===== config.mk =====
export PLATFORM = sky130hd
export DESIGN_NAME = mult_share_ctrl
export DESIGN_NICKNAME = d
export VERILOG_FILES = /design/src/rtl/mult_share_ctrl.sv
export SDC_FILE = /design/constraint.sdc
export NUM_CORES = 1
export LEC_CHECK = 0
export BUFFER_PORTS_ARGS = -buffer_cell sky130_fd_sc_hd__buf_2
export CAP_MARGIN = 40
export CORE_MARGIN = 10
export CORE_UTILIZATION = 37
export CTS_CLUSTER_DIAMETER = 150
export DETAILED_ROUTE_END_ITERATION = 8
export GPL_ROUTABILITY_DRIVEN = 0
export PLACE_DENSITY = 0.77
export REMOVE_ABC_BUFFERS = 1
export SLEW_MARGIN = 40
export SYNTH_ARGS = -nofsm -noshare
export SYNTH_HDL_FRONTEND = slang
export SYNTH_SLANG_ARGS = --single-unit
export TNS_END_PERCENT = 1

===== constraint.sdc =====
create_clock -name Clk -period 1.8 [get_ports Clk]
set_input_delay 0 -clock Clk [delete_from_list [all_inputs] [get_ports Clk]]
set_output_delay 0 -clock Clk [all_outputs]
set_load 0.02 [all_outputs]

===== src/rtl/mult_share_ctrl.sv =====
// Round-robin sequencer sharing one add-shift signed multiplier datapath among NREQ requesters.
// Optional build macro MULT_SHARE_SKIP_ZERO_EN: skip the ADD step for zero multiplier bits.
module mult_share_ctrl #(
    parameter int unsigned NREQ  = 4,
    parameter int unsigned NBITS = 8
) (
    input  logic                  Clk,
    input  logic                  Reset,
    input  logic [NREQ-1:0]       Req_i,
    input  logic [NREQ*NBITS-1:0] A_in_i,
    input  logic [NREQ*NBITS-1:0] B_in_i,
    input  logic                  M_i,
    input  logic [2*NBITS-1:0]    Prod_in_i,
    output logic [NBITS-1:0]      Op_S_o,
    output logic [NBITS-1:0]      Op_B_o,
    output logic                  Clr_Ld_o,
    output logic                  Add_o,
    output logic                  Fn_o,
    output logic                  Shift_En_o,
    output logic [NREQ-1:0]       Grant_o,
    output logic                  Busy_o,
    output logic [NREQ-1:0]       Done_o,
    output logic [2*NBITS-1:0]    Result_o
);

    localparam int unsigned PtrW = (NREQ > 1) ? $clog2(NREQ) : 1;
    localparam int unsigned CntW = (NBITS > 1) ? $clog2(NBITS) : 1;
    localparam logic [CntW-1:0] LastBit = CntW'(NBITS - 1);

    typedef enum logic [2:0] {
        StIdle,
        StLoad,
        StAdd,
        StShift,
        StDone
    } state_e;

    state_e             state_q, state_d;
    logic [PtrW-1:0]    ptr_q, ptr_d;
    logic [CntW-1:0]    cnt_q, cnt_d;
    logic [NREQ-1:0]    grant_q, grant_d;
    logic [NREQ-1:0]    done_q, done_d;
    logic [2*NBITS-1:0] result_q, result_d;

    logic [NREQ-1:0]    eligible;
    logic [NREQ-1:0]    pick;
    logic [PtrW-1:0]    pick_idx;
    logic [PtrW-1:0]    pick_next;
    logic               pick_valid;
    logic               owner_req;
    logic               last_bit;

    function automatic logic [PtrW-1:0] wrap_add(input logic [PtrW-1:0] base,
                                                 input int unsigned     off);
        int unsigned s;
        s = (32'(base) + off) % NREQ;
        return PtrW'(s);
    endfunction

    // Round-robin pick; the requester being told Done this cycle must not be re-granted at once.
    always_comb begin
        eligible   = Req_i & ~done_q;
        pick_valid = 1'b0;
        pick_idx   = ptr_q;
        for (int unsigned k = 0; k < NREQ; k++) begin
            if (!pick_valid && eligible[wrap_add(ptr_q, k)]) begin
                pick_valid = 1'b1;
                pick_idx   = wrap_add(ptr_q, k);
            end
        end
        pick      = pick_valid ? (NREQ'(1) << pick_idx) : '0;
        pick_next = wrap_add(pick_idx, 1);
    end

    assign owner_req = |(Req_i & grant_q);
    assign last_bit  = (cnt_q == LastBit);

    // Operand steering, and-or mux on the one-hot grant so an idle grant yields zero.
    always_comb begin
        Op_S_o = '0;
        Op_B_o = '0;
        for (int unsigned i = 0; i < NREQ; i++) begin
            Op_S_o = Op_S_o | (A_in_i[i*NBITS +: NBITS] & {NBITS{grant_q[i]}});
            Op_B_o = Op_B_o | (B_in_i[i*NBITS +: NBITS] & {NBITS{grant_q[i]}});
        end
    end

    always_ff @(posedge Clk or posedge Reset) begin
        if (Reset) begin
            state_q  <= StIdle;
            ptr_q    <= '0;
            cnt_q    <= '0;
            grant_q  <= '0;
            done_q   <= '0;
            result_q <= '0;
        end else begin
            state_q  <= state_d;
            ptr_q    <= ptr_d;
            cnt_q    <= cnt_d;
            grant_q  <= grant_d;
            done_q   <= done_d;
            result_q <= result_d;
        end
    end

    always_comb begin
        state_d  = state_q;
        ptr_d    = ptr_q;
        cnt_d    = cnt_q;
        grant_d  = grant_q;
        done_d   = '0;
        result_d = result_q;
        unique case (state_q)
            StIdle: begin
                if (pick_valid) begin
                    grant_d = pick;
                    ptr_d   = pick_next;
                    state_d = StLoad;
                end
            end
            StLoad: begin
                cnt_d = '0;
                if (!owner_req) begin
                    grant_d = '0;
                    state_d = StIdle;
                end else begin
`ifdef MULT_SHARE_SKIP_ZERO_EN
                    // B is only being loaded now, so look at the operand itself.
                    state_d = Op_B_o[0] ? StAdd : StShift;
`else
                    state_d = StAdd;
`endif
                end
            end
            StAdd: begin
                if (!owner_req) begin
                    grant_d = '0;
                    state_d = StIdle;
                end else begin
                    state_d = StShift;
                end
            end
            StShift: begin
                cnt_d = cnt_q + CntW'(1);
                if (!owner_req) begin
                    grant_d = '0;
                    state_d = StIdle;
                end else if (last_bit) begin
                    state_d = StDone;
                end else begin
`ifdef MULT_SHARE_SKIP_ZERO_EN
                    // B[1] now becomes M after this shift.
                    state_d = Prod_in_i[1] ? StAdd : StShift;
`else
                    state_d = StAdd;
`endif
                end
            end
            StDone: begin
                result_d = Prod_in_i;
                done_d   = grant_q;
                grant_d  = '0;
                state_d  = StIdle;
            end
            default: begin
                grant_d = '0;
                state_d = StIdle;
            end
        endcase
    end

    always_comb begin
        Clr_Ld_o   = 1'b0;
        Add_o      = 1'b0;
        Fn_o       = 1'b0;
        Shift_En_o = 1'b0;
        unique case (state_q)
            StLoad:  Clr_Ld_o = 1'b1;
            StAdd: begin
                Add_o = M_i;
                Fn_o  = last_bit;
            end
            StShift: Shift_En_o = 1'b1;
            default: ;
        endcase
    end

    assign Grant_o  = grant_q;
    assign Busy_o   = (state_q != StIdle);
    assign Done_o   = done_q;
    assign Result_o = result_q;

`ifndef SYNTHESIS
    a_ctrl_excl: assert property (@(posedge Clk) disable iff (Reset)
        $onehot0({Clr_Ld_o, Add_o, Shift_En_o}));
    a_grant_onehot: assert property (@(posedge Clk) disable iff (Reset) $onehot0(grant_q));
    a_done_onehot: assert property (@(posedge Clk) disable iff (Reset) $onehot0(done_q));
    a_busy_grant: assert property (@(posedge Clk) disable iff (Reset)
        (state_q != StIdle) == (grant_q != '0));
`endif

endmodule


# Yosys cells after proc, flatten, opt, wreduce, memory -nomap -nowiden
# Index checks and enable logic that the tools add are counted.
# word_totals
in_bits	87
ff_bits	32
word_cells	83
output_inout_bits	45
# classes
n_shift	1
n_reduce_logical	13
bitwise_logic	17
add_sub_neg	5
n_eq_ne	7
order_cmp	4
n_mux	30
# op_table
cell	n
$and 8x8->8	8
$or 8x8->8	6
$lt 2x3->1 const B	4
$mux 1	12
$mux 4	3
$pmux 3 s4	1
$mux 2	5
$mux 3	3
$and 4x4->4	2
$bmux 1 s2	4
$pmux 4 s2	1
$eq 3x2->1 const B	2
$eq 3x3->1 const B	2
$pmux 3 s2	1
$add 2x1->2 const B	2
$add 2x2->2 const B	2
$ne 2x2->1 const B	2
$not 4->4	1
$reduce_and 2->1	2
$reduce_or 4->1	1
$shl 1x2->4 const A	1
$add 3x1->3 const B	1
$eq 3x1->1 const B	1
$logic_and 1x1->1	3
other kinds (5)	7

# Longest topological paths before layout
# Gate-level depths: netlist of run 1.
# logic_depth
depth_word	17
ltp_mapped	7
ltp_nobuf	6

# Worst setup path after synthesis of run 1
# No wires, ideal clock.
# synth_path
kind	flip-flop to flip-flop
startpoint	register done_q[0] (netlist: Done_o[0])
endpoint	register ptr_q[1]
setup_slack_ns	-0.190
arrival_ns	1.865
path_buffers	1
required_time_ns	1.675
setup_time_ns	0.125
synth_period_minus_slack_ns	1.990
path_stages_with_launch	8
cell_sequence	dfrtp_1 or2b_2 buf_4 nand3_1 o21ai_0 o32a_1 ha_1 mux2_4
# synth_between
elab_chain_cells	15
elab_cells_between_ends	25
classes_between	add/sub: 1; mux: 15; bitwise: 2; reduce/logical: 7
# synth_rtl
item	line_no	text
from (decl)	42	logic [NREQ-1:0] done_q, done_d;
from (signal assigned)	101	done_q <= done_d;
$not 4->4 (*)	62	eligible = Req_i & ~done_q;
$and 4x4->4 (*)	62	
$bmux 1 s2	66	if (!pick_valid && eligible[wrap_add(ptr_q, k)]) begin
$mux 1 (not written as such)	66	
$mux 1	66	
$logic_not 1->1	66	
$logic_and 1x1->1	66	
$mux 1	66	
$logic_not 1->1	66	
$logic_and 1x1->1	66	
$mux 1	66	
$logic_not 1->1	66	
$logic_and 1x1->1	66	
$mux 2 (*)	66	
$add 2x1->2 (*)	56	s = (32'(base) + off) % NREQ;
named net pick_next[1]	48	logic [PtrW-1:0] pick_next;
to (signal assigned)	98	ptr_q <= ptr_d;
to (decl)	39	logic [PtrW-1:0] ptr_q, ptr_d;
# The timed path passes the listed nets; every way through them passes the cells marked *. The select of a mux whose other input is x is not followed.
# A chain may end at the register's enable or synchronous reset.

# Final worst setup path of run 1
# Same ends and word-level chain as after synthesis.

==> results of run 1 <==
==> cells in the final DEF, fill, tap and decap left out, types with 2 or more instances in the layout <==
cell           instances
buf_2                131
dfrtp_1               32
a22oi_1               32
nand2_1               20
mux2_2                17
dlygate4sd3_1         17
buf_4                 16
clkbuf_8               7
nor2_1                 6
ha_1                   6
and3_1                 5
a22o_2                 4
and2_1                 3
or2b_4                 3
nand2b_1               3
o21ai_0                3
inv_1                  3
a2bb2oi_2              2
==> cells by family (layout without fill, tap and decap cells) <==
family | after synthesis | after routing
AO/OA/AOI/OAI | 54 | 54
AND/OR/NAND/NOR | 48 | 48
flip-flops | 32 | 32
multiplexers | 18 | 18
buffers and inverters | 15 | 176
adder cells (fa/ha/maj) | 6 | 6
==> area by class of cell <==
class                           instances  area [sq um]  area share (%)
Sequential cell                        32           801            26.8
Inverter                                3          11.3           0.376
Clock buffer                            7          96.3            3.22
Clock inverter                          1          30.0            1.00
Tap cell                               67          83.8            2.80
Multi-Input combinational cell        126          1000            33.5
Timing Repair Buffer                  165           966            32.3
==> synthesized netlist by cell type (2+ instances only) <==
cell	number	area, sq um
dfrtp_1	32	801
nand2b_1	3	18.8
a22oi_1	32	240
a22o_2	4	40.0
ha_1	6	75.1
mux2_2	17	191
inv_1	3	11.3
and3_1	5	31.3
o21ai_0	4	20.0
a2bb2oi_1	2	17.5
and2_1	4	25.0
nand2_1	21	78.8
buf_2	3	15.0
clkbuf_1	5	18.8
o22ai_1	2	12.5
nor2_1	6	22.5
or2b_2	2	17.5
==> routing by layer <==
| metal | up-vias | global-route usage, % |
|---|---|---|
| met4 | 0 | 3.58 |
| met3 | 6 | 2.91 |
| met2 | 51 | 32.1 |
| met1 | 963 | 16.4 |
| met5 | - | 0 |
| li1 | 969 | - |
==> tightest hold or removal path, delay by kind of cell <==
kind            cells  cell delay, ns
compound gates      2            0.20
buf+inv             2            0.18
==> per-stage QoR <==
step	worst slack [ns]	util, %
finish	-0.00305	62.9
detailed placement	-0.0998	55.7
floorplan	-0.135	-
global placement	-0.0672	55.7
global route	-0.0440	62.9
CTS	0.00153	62.6
==> worst paths after layout <==
kind,cells past startpoint,startpoint,slack (ns),end
max reg2reg,6,Done_o[0]$_DFF_PP0_,-0.003,ptr_q[1]$_DFFE_PP0P_
min reg2reg,2,cnt_q[1]$_DFFE_PP0P_,0.49,cnt_q[1]$_DFFE_PP0P_
max in group asynchronous,4,Reset,0.87,Result_o[13]$_DFFE_PP0N_
min,4,Req_i[3],0.13,state_q[0]$_DFFE_PP0P_
min in group asynchronous,3,Reset,0.30,state_q[0]$_DFFE_PP0P_
max,6,Done_o[0]$_DFF_PP0_,-0.003,ptr_q[1]$_DFFE_PP0P_
==> report_power, final <==
group	switching [mW]	internal [mW]	total, mW	leakage, nW
clock network	0.259	0.488	0.748	0.0645
registers	0.111	0.813	0.924	0.437
logic	1.32	0.897	2.22	1.19
==> flip-flops by register name, indices dropped and copies added, names as in the netlist <==
register / flops
Done_o: 4
Grant_o: 4
Result_o: 16
cnt_q: 3
ptr_q: 2
state_q: 3
==> what timing repair did <==
action | in CTS | in global routing
buffers inserted | 0 | 1
hold buffers | 17 | 0
gates resized for setup | 8 | 3
pin swaps | 1 | 1
hold endpoints to repair | 27 | 0
setup endpoints to repair | 3 | 3
==> metrics.md, run 1 <==
| Metric | Value |
|---|---|
| Xor/xnor share of the synthesized area | `0%` |
| Main flop type after synthesis | `dfrtp_1` |
| Status | `complete, but fails checks` |
| # fillers | `425` |
| Clk_skew | `0.00851 ns` |
| 1st-pass router iterations | `5` |
| Detail Placement HPWL | `5440 um` |
| Top layer in use | `met4` |
| Final Max Tran Viols | `0` |
| Final setup fails | `1` |
| Seq/Total Area, Yosys | `43.6%` |
| Multiplexer share of the synthesized area | `11.2%` |
| Post-route ant nets | `0` |
| Inserted Diodes | `0` |
| Max Root-Sink Buffers | `2` |
| Fin crit share | `100%` |
| Critical path's slowest cell | `dfrtp_1` |
| Met3 routed WL | `272 um` |
| Via count | `1,989` |
| Area of the die | `8180 sq um` |
| VDD IR max | `0.893 mV` |
| CTS Sinks | `32` |
| Share of cells above drive strength 1 | `58.1%` |
| Worst-Margin Slew | `0.458 ns` |
| Type of the worst setup path | `reg2reg` |
| Starting Density | `38.6%` |
| Drt wl/cell | `17.4 um` |
| Synth Area in Adders | `4.09%` |
| DR vias/cell | `4.96` |
| Number of global-route vias before repair | `2,076` |
| Top cell family by delay on the critical path | `compound AO/OA/AOI/OAI gates` |
| Number of buffers added on ports | `131` |
| Initial antenna violation count | `0` |
| Clk_lat worst skew | `0.28 ns` |
| Final instance area | `2990 sq um` |
| Number of synthesized register bits | `32` |
| Pwr/cell area | `1300 nW/um^2` |
| Leakage | `1.70 nW` |
| Worst-path fanout max | `7` |
| H-Tree Depth | `2` |
| Hold Crit Class | `in2reg` |
| Cell chain of the critical path | `or2b_4, nand3_2, o21ai_2, o32a_1, ha_1, mux2_4` |
| Non-filler cells in the finished layout | `401` |
| Complex-gate fraction of the synthesized area | `23.8%` |
| Placed cells | `375` |
| Unique masters post-synth | `39` |
| Dpl cell area | `2650 sq um` |
| FFs w/ async S/R, synth | `100%` |
| Rows | `25` |
| Mapped cell area | `1840 sq um` |
| Hold_ws | `0.132 ns` |
| First-pass GRT wire length | `10,800 um` |
| Tmin final | `1.80 ns` |
| DRC errors left | `0` |
| Routed wire length | `6980 um` |
| Largest stage delay, worst path | `0.38 ns` |
| WP data arrival | `1.96 ns` |
| Pwr Total | `3.89 mW` |
| Buf+Inv Stages, Crit Path | `0` |
| Final net count | `426` |
| CTS root buf | `clkbuf_8` |
| GRT Util Overall | `16.0%` |
| Wl on met1 | `2450 um` |
| Syn Area/Cell | `10.6 sq um` |
| Max_slew headroom | `69.4%` |
| Max cap viols | `0` |
| Met2 routed WL | `4210 um` |
| Fmax | `0.555 GHz` |
| CP startpoint kind | `flop` |
| Setup ws final | `-0.00305 ns` |
| Area Growth Syn to Fin | `62.9%` |
| Main combinational cell family by area after synthesis | `compound AO/OA/AOI/OAI gates` |
| CTS tree | `yes` |
| Std-Cell Core Area | `4750 sq um` |
| CP Capture Type | `flop` |
| Die Height | `90.5 um` |
| Largest net degree at the start of global routing | `22` |
| Final Hold Viols | `0` |
| RSZ-0062 raised after global routing | `yes` |
| Iter 0 DRT Violations | `115` |
| Total gr overflow | `0` |
| Clock edge transition at the registers on the reported setup and hold paths | `0.07 ns` |
| Violations in the final reports | `setup timing` |
| TritonCTS buffer count | `5` |
| Yosys warning count | `0` |
| Post-Synth Simple-Gate Area | `13.4%` |
| Worst EP required | `1.96 ns` |
| EDFF count, synth | `0` |
| IO Count | `132` |
| Chip width | `90.5 um` |
| Setup_tns | `-0.00305 ns` |
| Post-Syn Instances | `173` |
No activity file was read; power rests on OpenSTA's default activity.
==> inputs of run 2 (changes only) <==
- RECOVER_POWER: not set -> 100
==> metrics.md, run 2 (same netlist as run 1, synthesis figures left out) <==
| Metric | Value |
|---|---|
| Status | `complete, but fails checks (unchanged)` |
| Violations in the final reports | `setup timing (unchanged)` |
| Inserted Diodes | `0 (unchanged)` |
| Worst EP required | `1.96 ns (about the same)` |
| Final Hold Viols | `0 (unchanged)` |
| Max reg flops | `16 (unchanged)` |
| Largest net degree at the start of global routing | `22 (unchanged)` |
| Sw Ratio | `44.9% (was 43.5%)` |
| VDD IR max | `0.853 mV (was 0.893 mV)` |
| Type of the worst setup path | `reg2reg (unchanged)` |
| Rows | `25 (unchanged)` |
| Final setup fails | `1 (unchanged)` |
| Post-route ant nets | `0 (unchanged)` |
| Chip width | `90.5 um (unchanged)` |
| P_sw | `1.70 mW (was 1.69 mW)` |
| Non-filler cells in the finished layout | `401 (unchanged)` |
| GRT Util Overall | `16.0% (unchanged)` |
| CTS root buf | `clkbuf_8 (unchanged)` |
| Total gr overflow | `0 (unchanged)` |
| Worst-Margin Slew | `0.497 ns (was 0.458 ns)` |
| Std-Cell Core Area | `4750 sq um (unchanged)` |
| Area Growth Syn to Fin | `58.7% (was 62.9%)` |
| Die Height | `90.5 um (unchanged)` |
| Tmin final | `1.81 ns (was 1.80 ns)` |
| RSZ-0062 raised after global routing | `yes (unchanged)` |
| Post-Place Setup Slack | `-0.0998 ns (unchanged)` |
| WP data arrival | `1.96 ns (about the same)` |
| Max cap viols | `0 (unchanged)` |
| Final instance area | `2920 sq um (was 2990 sq um)` |
| CP Capture Type | `flop (unchanged)` |
| IO Count | `132 (unchanged)` |
| CTS Sinks | `32 (unchanged)` |
| Post-layout util | `61.3% (was 62.9%)` |
| Worst R2R Path Depth | `6 (unchanged)` |
| Iter 0 DRT Violations | `127 (was 115)` |
| Via count | `1,979 (was 1,989)` |
| Flop pwr share | `24.4% (was 23.8%)` |
| Hold endpoint | `state_q[0]$_DFFE_PP0P_ (unchanged)` |
| 1st-pass router iterations | `5 (unchanged)` |
| Starting Density | `38.6% (unchanged)` |
| Detail Placement HPWL | `5440 um (unchanged)` |
| Hold Crit Class | `in2reg (unchanged)` |
| Worst hold path startpoint | `Req_i[3] (unchanged)` |
| DR vias/cell | `4.94 (was 4.96)` |
| Number of global-route vias before repair | `2,076 (unchanged)` |
| Clock share of power | `19.7% (was 19.2%)` |
| Setup ws final | `-0.00565 ns (was -0.00305 ns)` |
| Worst r2r src | `Done_o[0]$_DFF_PP0_ (unchanged)` |
| Fin crit share | `100% (about the same)` |
| Max_slew headroom | `66.9% (was 69.4%)` |
| DRC errors left | `0 (unchanged)` |
| Commonest non-fill, non-tap cell in the layout | `buf_2 (unchanged)` |
| Number of buffers added on ports | `131 (unchanged)` |
| Drt wl/cell | `17.5 um (was 17.4 um)` |
| Share of cells above drive strength 1 | `46.1% (was 58.1%)` |
| First-pass GRT wire length | `10,800 um (unchanged)` |
| Comb pwr share | `56.0% (was 57.0%)` |
| CP startpoint kind | `flop (unchanged)` |
| R2r setup slk | `-0.006 ns (was -0.003 ns)` |
| Max Root-Sink Buffers | `2 (unchanged)` |
| Routed wire length | `7030 um (was 6980 um)` |
| Reg-to-reg endpoint | `ptr_q[1]$_DFFE_PP0P_ (unchanged)` |
| Pwr/cell area | `1300 nW/um^2 (about the same)` |
| Clk_lat worst skew | `0.27 ns (was 0.28 ns)` |
| Hold_ws | `0.130 ns (was 0.132 ns)` |
| Leakage | `1.53 nW (was 1.70 nW)` |
| Area of the die | `8180 sq um (unchanged)` |
| Final Max Tran Viols | `0 (unchanged)` |
| H-Tree Depth | `2 (unchanged)` |
| Worst hold stages | `4 (unchanged)` |
| CTS tree | `yes (unchanged)` |
| Setup_tns | `-0.00565 ns (was -0.00305 ns)` |
| Dpl cell area | `2650 sq um (unchanged)` |
| TritonCTS buffer count | `5 (unchanged)` |
| Final net count | `426 (unchanged)` |
| Pwr Total | `3.79 mW (was 3.89 mW)` |
| Placed cells | `375 (unchanged)` |
| Most frequent cells in the layout | `buf_2 (93), clkbuf_1 (39), dfrtp_1 (32), a22oi_1 (32), nand2_1 (20) (was buf_2 (131), dfrtp_1 (32), a22oi_1 (32))` |
| Worst-path fanout max | `7 (unchanged)` |
| # fillers | `450 (was 425)` |
| Fmax | `0.554 GHz (was 0.555 GHz)` |
| Internal Power | `2.09 mW (was 2.20 mW)` |
| Clk_skew | `0.00800 ns (was 0.00851 ns)` |
| Clock edge transition at the registers on the reported setup and hold paths | `0.07 ns (about the same)` |
| Initial antenna violation count | `0 (unchanged)` |
-- run 2: changes by cell type in the layout (fill, tap and decap cells not counted), moves of 3 or more --
cell	before	now
clkbuf_1	0	39
buf_2	131	93
buf_4	16	12
and2_0	0	3
and2_1	3	0
clkbuf_2	0	3
-- run 2: routing by layer --
metal | GRT usage [%] | wire length (um) | vias to the layer above
li1 | - | - | 969
met1 | 16.4 | 2510 | 968
met2 | 32.1 | 4230 | 38
met3 | 2.91 | 245 | 4
met4 | 3.58 | 48 | 0
met5 | 0 | 0 | -
-- run 2: final cells by class --
class | count | area, sq um | area share [%]
sequential | 32 | 801 | 27.5
timing repair buffer | 165 | 895 | 30.7
clock buffer | 7 | 96.3 | 3.30
clock inverter | 1 | 30.0 | 1.03
tap | 67 | 83.8 | 2.88
inverter | 3 | 11.3 | 0.386
multi-input combinational | 126 | 998 | 34.2
-- run 2: timing repair --
item / 4_1_cts / 5_1_grt
gates cloned: 0 / 0
hold buffers: 17 / 0
buffers inserted: 0 / 1
pin swaps: 1 / 1
resized for setup: 8 / 3
setup endpoints to repair: 3 / 3
hold endpoints to repair: 27 / 0
-- run 2: power by group through the flow --
stage | Clock, mW | Combinational, mW | Sequential (mW)
detailed placement | 0 | 2.15 | 0.923
CTS | 0.767 | 2.22 | 0.922
global placement | 0 | 2.11 | 0.918
finish | 0.746 | 2.12 | 0.923
floorplan | 0 | 1.17 | 1.09
global route | 0.798 | 2.29 | 0.935
-- run 2: how the worst max path moves through the flow --
| stage | from | end | slack (ns) | cells past startpoint |
|---|---|---|---|---|
| final | Done_o[0]$_DFF_PP0_ | ptr_q[1]$_DFFE_PP0P_ | -0.006 | 6 |
| after global routing | Done_o[0]$_DFF_PP0_ | ptr_q[1]$_DFFE_PP0P_ | -0.04 | 6 |
| after CTS | Done_o[3]$_DFF_PP0_ | ptr_q[1]$_DFFE_PP0P_ | 0.002 | 6 |
| after detailed placement | Done_o[0]$_DFF_PP0_ | ptr_q[1]$_DFFE_PP0P_ | -0.1 | 6 |
| after global placement | Done_o[0]$_DFF_PP0_ | ptr_q[1]$_DFFE_PP0P_ | -0.07 | 6 |
| after floorplan | Done_o[0]$_DFF_PP0_ | ptr_q[1]$_DFFE_PP0P_ | -0.13 | 6 |
-- run 2: worst max-delay path: stages, from the launching register on --
cell and delay (ns):
dfrtp_1 0.38, or2b_4 0.29, nand3_2 0.10, o21ai_2 0.06
o32a_1 0.33, ha_1 0.28, mux2_4 0.25
==> inputs of run 3 (changes only) <==
- SKIP_LAST_GASP: not set -> 1
- clock period: 1.8 -> 1.5 ns (I/O delays scaled with it)
==> metrics.md, run 3 (same netlist as run 1, synthesis figures left out) <==
| Metric | Value |
|---|---|
| Type of the worst setup path | `reg2reg (unchanged)` |
| Hold_ws | `0.250 ns (was 0.130 ns)` |
| Post-layout util | `64.5% (was 61.3%)` |
| DRC errors left | `0 (unchanged)` |
| Final Max Tran Viols | `0 (unchanged)` |
| Tmin final | `1.84 ns (was 1.81 ns)` |
| Post-route ant nets | `0 (unchanged)` |
| Share of cells above drive strength 1 | `53.1% (was 46.1%)` |
| Non-filler cells in the finished layout | `417 (was 401)` |
| VDD IR max | `0.920 mV (was 0.853 mV)` |
| H-Tree Depth | `2 (unchanged)` |
| Most frequent cells in the layout | `buf_2 (111), dfrtp_1 (32), a22oi_1 (32) (was buf_2 (93), clkbuf_1 (39), dfrtp_1 (32), a22oi_1 (32), nand2_1 (20))` |
| Drt wl/cell | `17.4 um (was 17.5 um)` |
| Initial antenna violation count | `0 (unchanged)` |
| CTS root buf | `clkbuf_8 (unchanged)` |
| Iter 0 DRT Violations | `113 (was 127)` |
| Worst EP required | `1.67 ns (was 1.96 ns)` |
| Top layer in use | `met4 (unchanged)` |
| Status | `complete, but fails checks (unchanged)` |
| Comb pwr share | `58.2% (was 56.0%)` |
| Violations in the final reports | `setup timing (unchanged)` |
| First-pass GRT wire length | `11,200 um (was 10,800 um)` |
| Largest net degree at the start of global routing | `20 (was 22)` |
| Number of global-route vias before repair | `2,217 (was 2,076)` |
| GRT Util Overall | `16.6% (was 16.0%)` |
| Routed wire length | `7250 um (was 7030 um)` |
| RSZ-0062 raised after global routing | `yes (unchanged)` |
| Pwr/cell area | `1550 nW/um^2 (was 1300 nW/um^2)` |
| Inserted Diodes | `0 (unchanged)` |
| Starting Density | `38.6% (unchanged)` |
| CP startpoint kind | `flop (unchanged)` |
| Dpl cell area | `2740 sq um (was 2650 sq um)` |
| Worst-path fanout max | `5 (was 7)` |
| Met2 routed WL | `4380 um (was 4230 um)` |
| CTS Sinks | `32 (unchanged)` |
| Final net count | `442 (was 426)` |
| Setup_tns | `-1.45 ns (was -0.00565 ns)` |
| Wl on met1 | `2520 um (was 2510 um)` |
| Fmax | `0.544 GHz (was 0.554 GHz)` |
| Via count | `2,043 (was 1,979)` |
| WP data arrival | `2.01 ns (was 1.96 ns)` |
| DR vias/cell | `4.90 (was 4.94)` |
| Max Root-Sink Buffers | `2 (unchanged)` |
| Commonest non-fill, non-tap cell in the layout | `buf_2 (unchanged)` |
| 1st-pass router iterations | `5 (unchanged)` |
| Number of buffers added on ports | `131 (unchanged)` |
| Total gr overflow | `0 (unchanged)` |
| Flop pwr share | `22.9% (was 24.4%)` |
| Fin crit share | `123% (was 100%)` |
| Clock share of power | `18.9% (was 19.7%)` |
| Area Growth Syn to Fin | `67.0% (was 58.7%)` |
| Die Height | `90.5 um (unchanged)` |
| Worst-Margin Slew | `0.611 ns (was 0.497 ns)` |
| Final Hold Viols | `0 (unchanged)` |
| Clk_skew | `0.00524 ns (was 0.00800 ns)` |
| Leakage | `1.67 nW (was 1.53 nW)` |
| Met3 routed WL | `216 um (was 245 um)` |
| Placed cells | `387 (was 375)` |
| Detail Placement HPWL | `5530 um (was 5440 um)` |
| Max reg flops | `16 (unchanged)` |
| P_sw | `2.06 mW (was 1.70 mW)` |
| Max_slew headroom | `59.2% (was 66.9%)` |
| Max cap viols | `0 (unchanged)` |
| Area of the die | `8180 sq um (unchanged)` |
| Hold Crit Class | `in2async (was in2reg)` |
| Sw Ratio | `43.2% (was 44.9%)` |
| Setup ws final | `-0.338 ns (was -0.00565 ns)` |
| CTS tree | `yes (unchanged)` |
| Clk_lat worst skew | `0.28 ns (was 0.27 ns)` |
| TritonCTS buffer count | `5 (unchanged)` |
| Std-Cell Core Area | `4750 sq um (unchanged)` |
| Rows | `25 (unchanged)` |
| Chip width | `90.5 um (unchanged)` |
| Final setup fails | `6 (was 1)` |
| Clock edge transition at the registers on the reported setup and hold paths | `0.07 ns (about the same)` |
| IO Count | `132 (unchanged)` |
| CP Capture Type | `flop (unchanged)` |
| Final instance area | `3070 sq um (was 2920 sq um)` |
| Internal Power | `2.71 mW (was 2.09 mW)` |
## run 3: cell types whose count changed in the layout (fill, tap and decap cells not counted), sizes merged
cell,delta
buf,+30
clkbuf,-14
## run 3: area by class of cell
cell class / instances / area (sq um)
flip-flops and latches: 32 / 801
inverters: 3 / 11.3
repair buffers: 181 / 1040
fillers: 425 / 1690
multi-input cells: 126 / 1000
clock buffers: 7 / 96.3
clock inverters: 1 / 30.0
well taps: 67 / 83.8
## run 3: power groups by stage
stage	Clock [mW]	Combinational (mW)	Sequential [mW]
global route	0.967	3.01	1.10
global placement	0	2.68	1.08
finish	0.901	2.77	1.09
detailed placement	0	2.73	1.08
floorplan	0	1.40	1.31
CTS	0.923	2.79	1.08
## run 3: repair_timing
item                                    in CTS  in global routing
pin swaps                                    1                  4
gates resized for setup                      5                  8
hold endpoints to repair                    26                  0
endpoints found under the setup margin       6                 20
hold buffers                                17                  0
setup buffers                                4                  1
## run 3: worst paths after layout
kind | startpoint | end | slack [ns] | depth (start not counted)
max in group asynchronous | Reset | cnt_q[0]$_DFFE_PP0P_ | 0.37 | 4
hold / removal | Reset | Result_o[14]$_DFFE_PP0N_ | 0.25 | 3
hold reg to reg | cnt_q[2]$_DFFE_PP0P_ | cnt_q[2]$_DFFE_PP0P_ | 0.50 | 2
setup reg to reg | Done_o[0]$_DFF_PP0_ | ptr_q[1]$_DFFE_PP0P_ | -0.34 | 6
min in group Clk | A_in_i[10] | Op_S_o[2] | 0.33 | 4
setup / recovery | Done_o[0]$_DFF_PP0_ | ptr_q[1]$_DFFE_PP0P_ | -0.34 | 6
## run 3: critical path: stages, from the launching register on
cell	delay, ns
dfrtp_1	0.37
or2b_4	0.28
buf_6	0.12
o21a_1	0.19
o32a_1	0.21
ha_1	0.30
mux2_4	0.25
## run 3: layer usage
| metal | track usage, % | vias up |
|---|---|---|
| met5 | 0 | - |
| met2 | 33.7 | 51 |
| met1 | 16.3 | 981 |
| met4 | 5.84 | 0 |
| li1 | - | 998 |
| met3 | 2.66 | 13 |
## run 3: through the flow
stage | power (mW) | setup slack, ns
after global placement | 3.77 | -0.366
final | 4.76 | -0.338
after detailed placement | 3.81 | -0.392
after CTS | 4.80 | -0.325
after global routing | 5.09 | -0.395
after floorplan | 2.71 | -0.435
